File: src/rtl/wb_stage_if.sv
// Writeback request bus: handshake, destination/load-shape fields and the
// non-memory operand sources.
interface wb_stage_if #(
  parameter int unsigned XLEN   = 32,
  parameter int unsigned REG_AW = 5
);
  localparam int unsigned LANE_W = $clog2(XLEN / 8);

  logic              req_valid_i;
  logic              req_ready_o;
  logic [1:0]        req_sel_i;
  logic [REG_AW-1:0] req_rd_i;
  logic [1:0]        req_size_i;
  logic              req_unsigned_i;
  logic [LANE_W-1:0] req_addr_lo_i;
  logic [XLEN-1:0]   alu_i;
  logic [XLEN-1:0]   pc_plus4_i;
  logic [XLEN-1:0]   csr_i;

  modport master (
    output req_valid_i, req_sel_i, req_rd_i, req_size_i, req_unsigned_i,
           req_addr_lo_i, alu_i, pc_plus4_i, csr_i,
    input  req_ready_o
  );

  modport slave (
    input  req_valid_i, req_sel_i, req_rd_i, req_size_i, req_unsigned_i,
           req_addr_lo_i, alu_i, pc_plus4_i, csr_i,
    output req_ready_o
  );
endinterface

File: src/rtl/wb_stage.sv
// Writeback stage: selects ALU/PC+4/CSR/load data and issues one register-file write.
// Optional macro WB_CSR_EN: when defined, sel 3 writes csr_i; otherwise it writes zero.
module wb_stage #(
  parameter int unsigned XLEN   = 32,
  parameter int unsigned REG_AW = 5
) (
  input  logic              clk_i,
  input  logic              rst_ni,
  wb_stage_if.slave         req,
  input  logic              dmem_valid_i,
  input  logic [XLEN-1:0]   dmem_i,
  output logic              rf_we_o,
  output logic [REG_AW-1:0] rf_waddr_o,
  output logic [XLEN-1:0]   rf_wdata_o,
  output logic              busy_o
);
  localparam int unsigned LANE_W = $clog2(XLEN / 8);

  localparam logic [1:0] IDLE     = 2'd0;
  localparam logic [1:0] WAIT_MEM = 2'd1;
  localparam logic [1:0] WRITE    = 2'd2;

  localparam logic [1:0] SEL_MEM = 2'd0;
  localparam logic [1:0] SEL_ALU = 2'd1;
  localparam logic [1:0] SEL_PC4 = 2'd2;
  localparam logic [1:0] SEL_CSR = 2'd3;

  logic [1:0]        state_q, state_d;
  logic [REG_AW-1:0] rd_q;
  logic [1:0]        size_q;
  logic              uns_q;
  logic [LANE_W-1:0] lo_q;
  logic              rf_we_q;
  logic [REG_AW-1:0] rf_waddr_q;
  logic [XLEN-1:0]   rf_wdata_q;

  logic              accept;
  logic              mem_done;
  logic [XLEN-1:0]   csr_val;
  logic [XLEN-1:0]   src_val;
  logic [LANE_W-1:0] lane_off;
  logic [XLEN-1:0]   shifted;
  logic [XLEN-1:0]   load_val;

  assign req.req_ready_o = rst_ni && (state_q == IDLE);
  assign busy_o          = rst_ni && (state_q != IDLE);
  assign accept          = req.req_valid_i && (state_q == IDLE);
  assign mem_done        = dmem_valid_i && (state_q == WAIT_MEM);

`ifdef WB_CSR_EN
  assign csr_val = req.csr_i;
`else
  logic unused_csr;
  assign unused_csr = ^req.csr_i;
  assign csr_val    = '0;
`endif

  // Next-state logic
  always_comb begin
    state_d = state_q;
    case (state_q)
      IDLE: begin
        if (accept) state_d = (req.req_sel_i == SEL_MEM) ? WAIT_MEM : WRITE;
      end
      WAIT_MEM: begin
        if (dmem_valid_i) state_d = WRITE;
      end
      WRITE:   state_d = IDLE;
      default: state_d = IDLE;
    endcase
  end

  always_ff @(posedge clk_i) begin
    if (!rst_ni) state_q <= IDLE;
    else         state_q <= state_d;
  end

  // Non-memory source mux
  always_comb begin
    src_val = '0;
    case (req.req_sel_i)
      SEL_ALU: src_val = req.alu_i;
      SEL_PC4: src_val = req.pc_plus4_i;
      SEL_CSR: src_val = csr_val;
      default: src_val = '0;
    endcase
  end

  // Load extraction: align the lane down to the access size, then extend
  always_comb begin
    lane_off = lo_q;
    case (size_q)
      2'd1:    lane_off = lo_q & ~LANE_W'(1);
      2'd2:    lane_off = lo_q & ~LANE_W'(3);
      default: lane_off = lo_q;
    endcase
    shifted  = dmem_i >> {lane_off, 3'b000};
    load_val = dmem_i;
    case (size_q)
      2'd0: load_val = uns_q ? XLEN'(shifted[7:0])  : XLEN'($signed(shifted[7:0]));
      2'd1: load_val = uns_q ? XLEN'(shifted[15:0]) : XLEN'($signed(shifted[15:0]));
      2'd2: load_val = uns_q ? XLEN'(shifted[31:0]) : XLEN'($signed(shifted[31:0]));
      default: load_val = dmem_i;
    endcase
  end

  // Capture registers and write port; rd = 0 suppresses the write entirely
  always_ff @(posedge clk_i) begin
    if (!rst_ni) begin
      rd_q       <= '0;
      size_q     <= '0;
      uns_q      <= 1'b0;
      lo_q       <= '0;
      rf_we_q    <= 1'b0;
      rf_waddr_q <= '0;
      rf_wdata_q <= '0;
    end else begin
      rf_we_q <= 1'b0;
      if (accept) begin
        rd_q <= req.req_rd_i;
        if (req.req_sel_i == SEL_MEM) begin
          size_q <= req.req_size_i;
          uns_q  <= req.req_unsigned_i;
          lo_q   <= req.req_addr_lo_i;
        end else begin
          rf_we_q <= |req.req_rd_i;
          if (|req.req_rd_i) begin
            rf_waddr_q <= req.req_rd_i;
            rf_wdata_q <= src_val;
          end
        end
      end else if (mem_done) begin
        rf_we_q <= |rd_q;
        if (|rd_q) begin
          rf_waddr_q <= rd_q;
          rf_wdata_q <= load_val;
        end
      end
    end
  end

  assign rf_we_o    = rf_we_q;
  assign rf_waddr_o = rf_waddr_q;
  assign rf_wdata_o = rf_wdata_q;
endmodule

File: src/flat_wrapper.sv
// flat-port wrapper written by rule: the top's interface ports become plain ports
module wb_stage_flat 
#(
  parameter int unsigned XLEN   = 32,
  parameter int unsigned REG_AW = 5
)
  (clk_i, rst_ni, dmem_valid_i, dmem_i, rf_we_o, rf_waddr_o, rf_wdata_o, busy_o, req_req_valid_i, req_req_sel_i, req_req_rd_i, req_req_size_i, req_req_unsigned_i, req_req_addr_lo_i, req_alu_i, req_pc_plus4_i, req_csr_i, req_req_ready_o);
  wb_stage_if #(.XLEN(XLEN), .REG_AW(REG_AW)) req_i ();
  input  logic clk_i;
  input  logic rst_ni;
  input  logic dmem_valid_i;
  input  logic [XLEN-1:0] dmem_i;
  output logic rf_we_o;
  output logic [REG_AW-1:0] rf_waddr_o;
  output logic [XLEN-1:0] rf_wdata_o;
  output logic busy_o;
  input wire logic [$bits(req_i.req_valid_i)-1:0] req_req_valid_i;
  input wire logic [$bits(req_i.req_sel_i)-1:0] req_req_sel_i;
  input wire logic [$bits(req_i.req_rd_i)-1:0] req_req_rd_i;
  input wire logic [$bits(req_i.req_size_i)-1:0] req_req_size_i;
  input wire logic [$bits(req_i.req_unsigned_i)-1:0] req_req_unsigned_i;
  input wire logic [$bits(req_i.req_addr_lo_i)-1:0] req_req_addr_lo_i;
  input wire logic [$bits(req_i.alu_i)-1:0] req_alu_i;
  input wire logic [$bits(req_i.pc_plus4_i)-1:0] req_pc_plus4_i;
  input wire logic [$bits(req_i.csr_i)-1:0] req_csr_i;
  output wire logic [$bits(req_i.req_ready_o)-1:0] req_req_ready_o;
  assign req_i.req_valid_i = req_req_valid_i;
  assign req_i.req_sel_i = req_req_sel_i;
  assign req_i.req_rd_i = req_req_rd_i;
  assign req_i.req_size_i = req_req_size_i;
  assign req_i.req_unsigned_i = req_req_unsigned_i;
  assign req_i.req_addr_lo_i = req_req_addr_lo_i;
  assign req_i.alu_i = req_alu_i;
  assign req_i.pc_plus4_i = req_pc_plus4_i;
  assign req_i.csr_i = req_csr_i;
  assign req_req_ready_o = req_i.req_ready_o;
  wb_stage #(.XLEN(XLEN), .REG_AW(REG_AW)) u_core (.clk_i(clk_i), .rst_ni(rst_ni), .req(req_i), .dmem_valid_i(dmem_valid_i), .dmem_i(dmem_i), .rf_we_o(rf_we_o), .rf_waddr_o(rf_waddr_o), .rf_wdata_o(rf_wdata_o), .busy_o(busy_o));
endmodule
File: config.mk
export PLATFORM = sky130hd
export DESIGN_NAME = wb_stage_flat
export DESIGN_NICKNAME = d
export VERILOG_FILES = /design/src/rtl/wb_stage_if.sv /design/src/rtl/wb_stage.sv /design/src/flat_wrapper.sv
export SDC_FILE = /design/constraint.sdc
export NUM_CORES = 1
export LEC_CHECK = 0
export ABC_AREA = 1
export CAP_MARGIN = 20
export CELL_PAD_IN_SITES_DETAIL_PLACEMENT = 0
export CELL_PAD_IN_SITES_GLOBAL_PLACEMENT = 1
export CORE_MARGIN = 5
export CORE_UTILIZATION = 25
export CTS_BUF_LIST = sky130_fd_sc_hd__clkbuf_4
export DETAILED_ROUTE_END_ITERATION = 6
export PLACE_DENSITY_LB_ADDON = 0.05
export SETUP_SLACK_MARGIN = 0.5
export SYNTH_ARGS = -nofsm -noshare
export SYNTH_HDL_FRONTEND = slang
export SYNTH_SLANG_ARGS = --single-unit
export TNS_END_PERCENT = 50
File: constraint.sdc
create_clock -name clk_i -period 2.9 [get_ports clk_i]
set_clock_uncertainty 0.15 [all_clocks]
set_input_delay 0.29 -clock clk_i [delete_from_list [all_inputs] [get_ports clk_i]]
set_output_delay 0.29 -clock clk_i [all_outputs]
set_load 0.05 [all_outputs]
### Yosys cells after proc, flatten, opt, wreduce, memory -nomap -nowiden

Index checks and enable logic that the tools add are counted.

| storage, ports and cells | value |
|---|---|
| register bits after elaboration | 50 |

| operators by class | value |
|---|---|
| shifts and indexed selects | 1 |
| reduce and logical (&&, ||, !) cells | 15 |
| equal/unequal tests | 9 |
| mux-type cells | 22 |

Operator list:

| cell | number |
|---|---|
| 32-bit two-way mux | 7 |
| 32-bit case mux with 3 select lines | 1 |
| 32-bit case mux with 2 select lines | 1 |
| 32-bit by 5-bit right shift with 32-bit output | 1 |
| 5-bit two-way mux | 5 |
| 5-bit OR reduction | 2 |
| 2-bit case mux with 2 select lines | 2 |
| 2-bit by 1-bit == test with 1-bit output (second input constant) | 3 |
| 2-bit logical NOT | 3 |
| 2-bit two-way mux | 3 |
| 2-bit != test (second input constant) | 3 |
| 2-bit nonzero test | 3 |
| 2-bit == test (second input constant) | 2 |
| 1-bit logical AND | 4 |
| 2-bit AND reduction | 2 |
| 4-bit AND reduction | 1 |
| 1-bit two-way mux | 3 |
| 2-bit by 1-bit != test with 1-bit output (second input constant) | 1 |

### Longest topological paths before layout

Gate-level depths: netlist (run 1).

| logic depth | value |
|---|---|
| depth in word-level cells | 8 |
| mapped depth | 11 |
| gate-level depth less buffers | 10 |

### Worst setup path before layout (run 1)

Ideal clock, no wire load.

| path | value |
|---|---|
| kind | reg2reg |
| start point | reg u_core.size_q[0] |
| end point | reg u_core.rf_wdata_q[16] (netlist: u_core.rf_wdata_o[16]) |
| buffers on the path | 1 |
| stages on the path, launching flop included | 10 |
| arrival | 1.735 ns |
| period minus slack after synthesis | 2.005 ns |
| setup time | 0.120 ns |
| setup slack | 0.895 ns |
| cells stage by stage | dfxtp_1 -> inv_1 -> ha_1 -> a21oi_2 -> nand3_1 -> nand3_4 -> nand2_4 -> buf_6 -> o21ai_1 -> a21oi_1 |

| between the ends | value |
|---|---|
| cells in the longest elaborated chain, start to end | 8 |
| elaborated cells on any way between the ends | 11 |

Ends and longest elaborated chain:

| what | line | text |
|---|---|---|
| from (decl) | wb_stage.sv:30 | `logic [1:0] size_q;` |
| from (signal assigned) | wb_stage.sv:122 | `size_q <= req.req_size_i;` |
| 2-bit == test or 2-bit by 1-bit == test with 1-bit output (tied branches) | wb_stage.sv:92, wb_stage.sv:99 |  |
| 2-bit case mux with 2 select lines | wb_stage.sv:92 | `case (size_q)` |
| 32-bit by 5-bit right shift with 32-bit output | wb_stage.sv:97 | `shifted = dmem_i >> {lane_off, 3'b000};` |
| 32-bit two-way mux, on equally long branches | wb_stage.sv:101, wb_stage.sv:100 |  |
| 32-bit case mux with 3 select lines (*) | wb_stage.sv:99 | `case (size_q)` |
| 32-bit two-way mux (*) | wb_stage.sv:134 | `if (\|rd_q) begin` |
| 32-bit two-way mux (*) | wb_stage.sv:132 | `end else if (mem_done) begin` |
| 32-bit two-way mux (*) | wb_stage.sv:119 | `if (accept) begin` |
| to (signal assigned) | wb_stage.sv:129 | `rf_wdata_q <= src_val;` |
| to (signal assigned) | wb_stage.sv:136 | `rf_wdata_q <= load_val;` |
| to (decl) | wb_stage.sv:35 | `logic [XLEN-1:0] rf_wdata_q;` |

Mark *: on every way between the ends. The rest lies on a longest branch, timed or not. The select of a mux whose other input is x is not followed.
A chain may end at the register's enable or synchronous reset.

### Final worst setup path (run 1)

| path | value |
|---|---|
| start point | reg u_core.size_q[0] |
| end point | reg u_core.rf_wdata_q[30] (netlist: u_core.rf_wdata_o[30]) |

Same word-level chain as after synthesis.

==> results.toml, run 1 <==
[status]
status = "completed"

[critical_path]
worstSetupEndpointType = "flop"
worst-path-max-fanout = 16
required_ns = 3.06
arrival_ns = 2.40
worstSetupPathType = "reg2reg"
crit_path_start_kind = "flop"

[final_layout]
layout_common_cells = "clkdlybuf4s50_1, nand2_1, a21oi_1"
final_common_cell = "clkdlybuf4s50_1"
multi_input_area_sq_mm = 0.00224
syn_to_final_growth_pct = 52.7
fill_cells = 1505
nets = 832
drive_above_1_share_pct = 6.90
diodes = 0
seqCellArea_sq_mm = 0.00100

[sta]
setup_tns_ns = 0
finalCritPeriodShare_pct = 77.1
rsz0062_at_grt = "true"
fin_crit_ns = 2.24
max_freq_mhz = 447
slew_headroom_pct = 44.7
worstMarginPinSlew_ns = 0.829
worst_slack_ns = 0.664
setup_viol = 0
slew_violations = 0
finalHoldViolations = 0

[power_and_ir_drop]
vdd_drop_max_mv = 0.200
powerDensity_mw_per_mm2 = 416
p_leak_nw = 2.27

[routing]
drt_iter0_drc = 181
avgRoutedWirePerCell_microns = 17.1
vias = 4258
drc = 0
wirelength_microns = 14700
vias_per_cell = 4.95
drtPass1Iterations = 5
postRouteAntennaNets = 0

[die]
die-area_sq_mm = 0.0165
initial_utilization_pct = 25.3
dieHeight_microns = 128
core_sq_mm = 0.0138
io_pins = 184
rows = 43
die_w_microns = 128

[grt]
grt_start_max_net_pins = 51
busiest_layer = "met2"
antenna_found_initial = 0
grt_util_met2_pct = 28.4
grt.total_usage_pct = 17.3
overflow = 0
use_met3_pct = 5.02
met1_usage_pct = 22.3
grt_pass1_vias = 4132
grt_pass1_wl_microns = 22300

[clock_tree]
root_buffer = "clkbuf_4"
clk_path_buf_depth = 2
htreeDepth = 2
cts_sinks = 50
cts_made_buffers = 5
cts_tree = "done"
clk_pin_slew_ns = 0.17
cts-hold-fix-buffers = 0
clk_latency_ns = 0.42

[place]
hpwlAfterDp_microns = 10900
pre_cts_slack_ns = 0.378
gp_congestion = 0.821
io_buffer_count = 151

[yosys]
synth_cell_types = 26
syn_avg_cell_area_sq_um = 6.41
ys.flop_type = "dfxtp_1"
synthCells = 546
synth_area_sq_mm = 0.00350
ys_seq_elements = 50
ys_async_sr_fraction_pct = 0
synth_edf_count = 0
synth_nets = 698
yosys_warnings = 0
ys_seq_area_share_pct = 28.6

[flow_run]
max_cap_violations = 0

[min_path]
hold_class = "in2reg"
per-stage QoR:
step / power [mW] / utilization [%] / hold WS [ns] / instance area, sq um / instances
after floorplan: 1.35 / - / 0.304 / 3500 / 546
final: 2.22 / 38.7 / 0.294 / 5350 / 861
after global placement: 1.76 / 37.5 / 0.333 / 5190 / 852
after global routing: 2.37 / 38.7 / 0.294 / 5350 / 861
after detailed placement: 1.77 / 37.5 / 0.333 / 5190 / 852
after CTS: 2.25 / 38.3 / 0.262 / 5290 / 860
cell usage after synthesis (3+ instances only):
| cell type | n | area, sq um |
|---|---|---|
| nand2_1 | 104 | 390 |
| buf_1 | 3 | 11.3 |
| dfxtp_1 | 50 | 1000 |
| inv_1 | 33 | 124 |
| buf_2 | 17 | 85.1 |
| a211oi_1 | 3 | 22.5 |
| a22o_1 | 32 | 280 |
| o21ai_1 | 11 | 55.1 |
| nor2_2 | 3 | 18.8 |
| nor2_1 | 40 | 150 |
| clkbuf_1 | 19 | 71.3 |
| nand3_1 | 45 | 225 |
| o211ai_1 | 14 | 105 |
| a21oi_1 | 87 | 435 |
| ha_1 | 8 | 100 |
| inv_2 | 4 | 15.0 |
| o21ai_0 | 63 | 315 |
kinds of logic (layout without fill, tap and decap cells):
| family | count (synthesis) | count (layout) | synth area share [%] |
|---|---|---|---|
| and+or+nand+nor | 198 | 199 | 24.1 |
| muxes | 1 | 1 | 0.286 |
| DFF | 50 | 50 | 28.6 |
| buffers and inverters | 77 | 211 | 9.08 |
| adders and majority gates | 8 | 8 | 2.86 |
| AOI/OAI and AO/OA | 212 | 212 | 35.1 |
per-layer routing:
metal | share of wire (%) | vias up
met4 | 1.5 | 0
met5 | 0 | -
met2 | 47 | 137
met1 | 44 | 1946
met3 | 7.4 | 10
li1 | - | 2165
area by class of cell:
| class | instances | area share (%) |
|---|---|---|
| inverter | 37 | 2.60 |
| timing repair buffer | 166 | 31.0 |
| clock buffer | 5 | 0.702 |
| multi-input combinational | 420 | 41.9 |
| tap | 180 | 4.21 |
| clock inverter | 3 | 0.913 |
| sequential | 50 | 18.7 |
where the power goes:
| part | switching, mW | internal [mW] | total [mW] |
|---|---|---|---|
| sequential | 0.0314 | 0.752 | 0.783 |
| combinational | 0.587 | 0.390 | 0.978 |
| clock | 0.275 | 0.187 | 0.462 |
registers in the layout, summed over array words and instances, names as in the netlist:
register           flops
u_core.rd_q            5
u_core.lo_q            2
u_core.state_q         2
u_core.rf_wdata_o     32
u_core.uns_q           1
u_core.rf_we_o         1
u_core.rf_waddr_o      5
u_core.size_q          2
critical path, stage by stage, from the launching register on:
cell	delay [ns]
dfxtp_2	0.40
inv_1	0.08
ha_1	0.37
a21oi_2	0.22
buf_6	0.19
nor2_2	0.09
buf_4	0.18
nand3_1	0.07
nand2_1	0.05
o21ai_0	0.24
a21oi_1	0.10
path summary, 6_finish.rpt:
kind | from | end | slack [ns] | depth (start not counted)
worst max-delay path | u_core.size_q[0]$_SDFFE_PN0P_ | u_core.rf_wdata_o[30]$_SDFFE_PN0P_ | 0.66 | 10
worst min-delay path | req_req_unsigned_i | u_core.uns_q$_SDFFE_PN0P_ | 0.29 | 3
worst max register to register | u_core.size_q[0]$_SDFFE_PN0P_ | u_core.rf_wdata_o[30]$_SDFFE_PN0P_ | 0.66 | 10
worst min register to register | u_core.rf_waddr_o[4]$_SDFFE_PN0P_ | u_core.rf_waddr_o[4]$_SDFFE_PN0P_ | 0.35 | 2
repair_timing:
action | CTS | global route
gates cloned | 0 | 1
pin swaps | 0 | 1
setup buffers | 0 | 0
endpoints found under the hold margin | 0 | 0
endpoints found under the setup margin | 8 | 22
resized for setup | 4 | 14
(Power assumes the default switching activity.)
==> run 2: changes to the inputs <==
==> constraint.sdc (replaced) <==
create_clock -name clk_i -period 2.3 [get_ports clk_i]
set_clock_uncertainty 0.15 [all_clocks]
set_input_delay 0.23 -clock clk_i [delete_from_list [all_inputs] [get_ports clk_i]]
set_output_delay 0.23 -clock clk_i [all_outputs]
set_load 0.05 [all_outputs]
==> run 2 against run 1 <==
Compared with the run above:
- register-to-register slack got worse by 0.34 ns
- count of clock-buffer cells in the layout unchanged
- utilization rose by 5.8 points
- combinational power up 52%
- critical path depth is the same
- critical path type unchanged
- largest power group unchanged
- highest routed layer unchanged
==> results.toml, run 2 (synthesis gave the netlist of run 1 again) <==
[final_layout]
final_area_sq_mm = 0.00615
largest_reg_flops = 32
fill_cells = 1454
layout_common_cells = "clkdlybuf4s50_1, a21oi_1, nand2_1"
final_common_cell = "clkdlybuf4s50_1"
drive_above_1_share_pct = 18.5
diodes = 0
seqCellArea_sq_mm = 0.00100
multi_input_area_sq_mm = 0.00262
syn_to_final_growth_pct = 75.7
utilization_pct = 44.5
instances_no_fill = 893
nets = 865

[die]
initial_utilization_pct = 25.3
die-area_sq_mm = 0.0165
io_pins = 184
core_sq_mm = 0.0138
dieHeight_microns = 128
rows = 43
die_w_microns = 128

[place]
placed_cells = 859
hpwlAfterDp_microns = 11300
pre_cts_slack_ns = 0.00352
io_buffer_count = 151
gp_congestion = 0.809
dpl_cell_area_sq_mm = 0.00530

[sta]
worstMarginPinSlew_ns = 0.547
setup_tns_ns = 0
hold_ws_ns = 0.248
max_freq_mhz = 506
worst_slack_ns = 0.322
finalCritPeriodShare_pct = 86.0
rsz0062_at_grt = "true"
setup_viol = 0
fin_crit_ns = 1.98
slew_headroom_pct = 63.7
slew_violations = 0
finalHoldViolations = 0

[power_and_ir_drop]
p_leak_nw = 2.88
vdd_drop_max_mv = 0.218
total_power_mw = 2.91
powerDensity_mw_per_mm2 = 473

[clock_tree]
cts_tree = "done"
clk_pin_slew_ns = 0.16
cts_sinks = 50
cts_made_buffers = 5
root_buffer = "clkbuf_4"
clk_path_buf_depth = 2
clk_latency_ns = 0.40
htreeDepth = 2
cts-hold-fix-buffers = 0

[flow_run]
max_cap_violations = 0

[routing]
drt_iter0_drc = 216
vias = 4465
drc = 0
postRouteAntennaNets = 0
wirelength_microns = 16000
vias_per_cell = 5.00
avgRoutedWirePerCell_microns = 18.0
drtPass1Iterations = 7

[status]
status = "completed"

[grt]
grt_start_max_net_pins = 40
use_met3_pct = 4.65
antenna_found_initial = 0
met1_usage_pct = 24.3
overflow = 0
grt_pass1_vias = 4504
grt.total_usage_pct = 19.0
grt_pass1_wl_microns = 24600
grt_util_met2_pct = 32.1
busiest_layer = "met2"

[critical_path]
worstSetupPathType = "reg2reg"
arrival_ns = 2.14
worstSetupEndpointType = "flop"
crit_path_start_kind = "flop"
r2r_cells = 10
worst-path-max-fanout = 8
required_ns = 2.46

[min_path]
hold_class = "in2reg"
hold_depth = 3
-- run 2: metal layers --
layer	vias up	share of wire, %
met5	-	0
met4	0	1.6
met3	14	7.8
met2	164	48
met1	2048	42
li1	2239	-
-- run 2: worst max-delay path, stage by stage (launching register included) --
cell	delay [ns]
dfxtp_2	0.38
inv_4	0.05
ha_4	0.28
a21oi_4	0.25
buf_6	0.15
nand2_4	0.08
nand3_4	0.14
buf_4	0.14
nand2_2	0.06
o21ai_4	0.15
a21oi_1	0.08
-- run 2: area by class of cell --
type / instances / share of cell area, %
Multi-Input combinational cell: 423 / 42.5
Timing Repair Buffer: 196 / 34.1
Sequential cell: 50 / 16.3
Tap cell: 180 / 3.66
Inverter: 37 / 2.54
Clock buffer: 5 / 0.610
Clock inverter: 2 / 0.224
-- run 2: worst paths after layout --
| path | startpoint | to | slack, ns |
|---|---|---|---|
| worst max-delay path | u_core.size_q[1]$_SDFFE_PN0P_ | u_core.rf_wdata_o[16]$_SDFFE_PN0P_ | 0.32 |
| worst min-delay path | req_req_unsigned_i | u_core.uns_q$_SDFFE_PN0P_ | 0.25 |
| worst max register to register | u_core.size_q[1]$_SDFFE_PN0P_ | u_core.rf_wdata_o[16]$_SDFFE_PN0P_ | 0.32 |
| worst min register to register | u_core.rf_waddr_o[3]$_SDFFE_PN0P_ | u_core.rf_waddr_o[3]$_SDFFE_PN0P_ | 0.35 |
-- run 2: power breakdown --
group,internal (mW),switching [mW],leakage [nW]
registers,0.948,0.0406,0.414
clock network,0.117,0.311,0.0314
logic,0.628,0.866,2.44
total,1.69,1.22,2.88
-- run 2: what timing repair did --
| item | CTS | global route |
|---|---|---|
| buffers inserted | 14 | 4 |
| gates cloned | 9 | 0 |
| setup endpoints to repair | 71 | 69 |
| resized for setup | 102 | 42 |
| pin swaps | 24 | 19 |
==> run 3: changes to the inputs <==
--- a/config.mk
+++ b/config.mk
@@ -10,7 +10,7 @@
 export CELL_PAD_IN_SITES_DETAIL_PLACEMENT = 0
 export CELL_PAD_IN_SITES_GLOBAL_PLACEMENT = 1
 export CORE_MARGIN = 5
-export CORE_UTILIZATION = 25
+export CORE_UTILIZATION = 24
 export CTS_BUF_LIST = sky130_fd_sc_hd__clkbuf_4
 export DETAILED_ROUTE_END_ITERATION = 6
 export PLACE_DENSITY_LB_ADDON = 0.05
==> constraint.sdc (replaced) <==
create_clock -name clk_i -period 1.7 [get_ports clk_i]
set_clock_uncertainty 0.15 [all_clocks]
set_input_delay 0.17 -clock clk_i [delete_from_list [all_inputs] [get_ports clk_i]]
set_output_delay 0.17 -clock clk_i [all_outputs]
set_load 0.05 [all_outputs]
==> run 3 against run 2 <==
Compared with the run above:
- the run now ends with negative setup slack left
- sequential power increased by 39%
- flip-flop and latch count unchanged
- global-route usage shrank 0.18 points
- cell area increased by 9.6%
- utilization is 2.3 points higher
- critical path type unchanged
- highest routed layer is now met5
==> results.toml, run 3 (synthesis gave the netlist of run 1 again) <==
[status]
status = "finished, violations left"
failed_checks = "negative setup slack"

[clock_tree]
root_buffer = "clkbuf_4"
htreeDepth = 2
cts_tree = "done"
clk_latency_ns = 0.40
cts_made_buffers = 5
clk_path_buf_depth = 2
clk_pin_slew_ns = 0.15
cts_sinks = 50

[final_layout]
nets = 896
drive_above_1_share_pct = 35.0
final_area_sq_mm = 0.00674
layout_common_cells = "clkdlybuf4s50_1, a21oi_1, nand2_1"
largest_reg_flops = 32
instances_no_fill = 930
utilization_pct = 46.7
final_common_cell = "clkdlybuf4s50_1"
syn_to_final_growth_pct = 92.6

[grt]
antenna_found_initial = 3
overflow = 0
grt_pass1_wl_microns = 25300
grt_pass1_vias = 4701
grt.total_usage_pct = 18.8
grt_start_max_net_pins = 40

[critical_path]
cpPeakStageDelay_ns = 0.36
worstSetupEndpointType = "flop"
crit_slowest_cell = "dfxtp_2"
path_cells = "inv_2 -> ha_4 -> inv_6 -> nand2_8 -> nand2_4 -> nand3_4 -> nand3_4 -> nand2_4 -> o21ai_4 -> a21oi_1"
worstSetupPathType = "reg2reg"
r2r_cells = 10
worst-path-max-fanout = 8
arrival_ns = 2.11
crit_path_start_kind = "flop"
required_ns = 1.85

[routing]
drtPass1Iterations = 4
vias = 4647
vias_per_cell = 5.00
wirelength_microns = 16400
avgRoutedWirePerCell_microns = 17.7
drc = 0
drt_iter0_drc = 182
postRouteAntennaNets = 0

[place]
dpl_cell_area_sq_mm = 0.00559
hpwlAfterDp_microns = 12100
pre_cts_slack_ns = -0.353
gp_congestion = 0.862
io_buffer_count = 151
placed_cells = 899

[die]
rows = 44
die_w_microns = 131
dieHeight_microns = 131
core_sq_mm = 0.0144
die-area_sq_mm = 0.0171
io_pins = 184
initial_utilization_pct = 24.3

[sta]
worst_slack_ns = -0.261
finalCritPeriodShare_pct = 115
slew_violations = 0
slew_headroom_pct = 82.5
rsz0062_at_grt = "true"
setup_tns_ns = -5.74
setup_viol = 32
hold_ws_ns = 0.199
fin_crit_ns = 1.96
max_freq_mhz = 510
worstMarginPinSlew_ns = 0.263
finalHoldViolations = 0

[flow_run]
max_cap_violations = 0

[power_and_ir_drop]
total_power_mw = 4.38
vdd_drop_max_mv = 0.358
powerDensity_mw_per_mm2 = 650
p_leak_nw = 2.89

[min_path]
hold_class = "in2reg"
hold_depth = 3
run 3: worst paths after layout:
kind | startpoint | endpoint | slack [ns]
setup / recovery | u_core.size_q[1]$_SDFFE_PN0P_ | u_core.rf_wdata_o[18]$_SDFFE_PN0P_ | -0.26
hold / removal | req_req_unsigned_i | u_core.uns_q$_SDFFE_PN0P_ | 0.20
setup reg to reg | u_core.size_q[1]$_SDFFE_PN0P_ | u_core.rf_wdata_o[18]$_SDFFE_PN0P_ | -0.26
hold reg to reg | u_core.uns_q$_SDFFE_PN0P_ | u_core.uns_q$_SDFFE_PN0P_ | 0.37
run 3: area by class of cell:
| class | instances | area [sq um] |
|---|---|---|
| fill | 1479 | 7680 |
| multi-input combinational | 421 | 2800 |
| timing repair buffer | 229 | 2450 |
| sequential | 50 | 1020 |
| tap | 184 | 230 |
| inverter | 37 | 159 |
| clock inverter | 3 | 48.8 |
| clock buffer | 5 | 37.5 |
| antenna | 1 | 2.50 |
run 3: per-layer routing:
| layer | up-vias | wire [microns] | track usage [%] |
|---|---|---|---|
| met1 | 2189 | 6860 | 23.5 |
| met3 | 19 | 1120 | 5.08 |
| met4 | 4 | 218 | 3.99 |
| met2 | 140 | 8190 | 32.4 |
| li1 | 2295 | - | - |
| met5 | - | 25 | 0 |
run 3: worst max-delay path, delay by kind of cell (launching register included):
kind / cells / cell delay [ns]
AO/OA/AOI/OAI: 2 / 0.31
adder cells (fa/ha/maj): 1 / 0.28
buffers and inverters: 2 / 0.14
flip-flops: 1 / 0.36
AND/OR/NAND/NOR: 5 / 0.62
run 3: repair_timing:
action / in CTS / in global routing
setup buffers: 11 / 5
gates cloned: 4 / 2
hold buffers: 0 / 0
pin swaps: 38 / 32
setup endpoints to repair: 89 / 90
resized for setup: 184 / 59
run 3: where the power goes:
group	switching [mW]	internal (mW)
Clock	0.458	0.320
Combinational	1.23	1.01
Sequential	0.0858	1.29
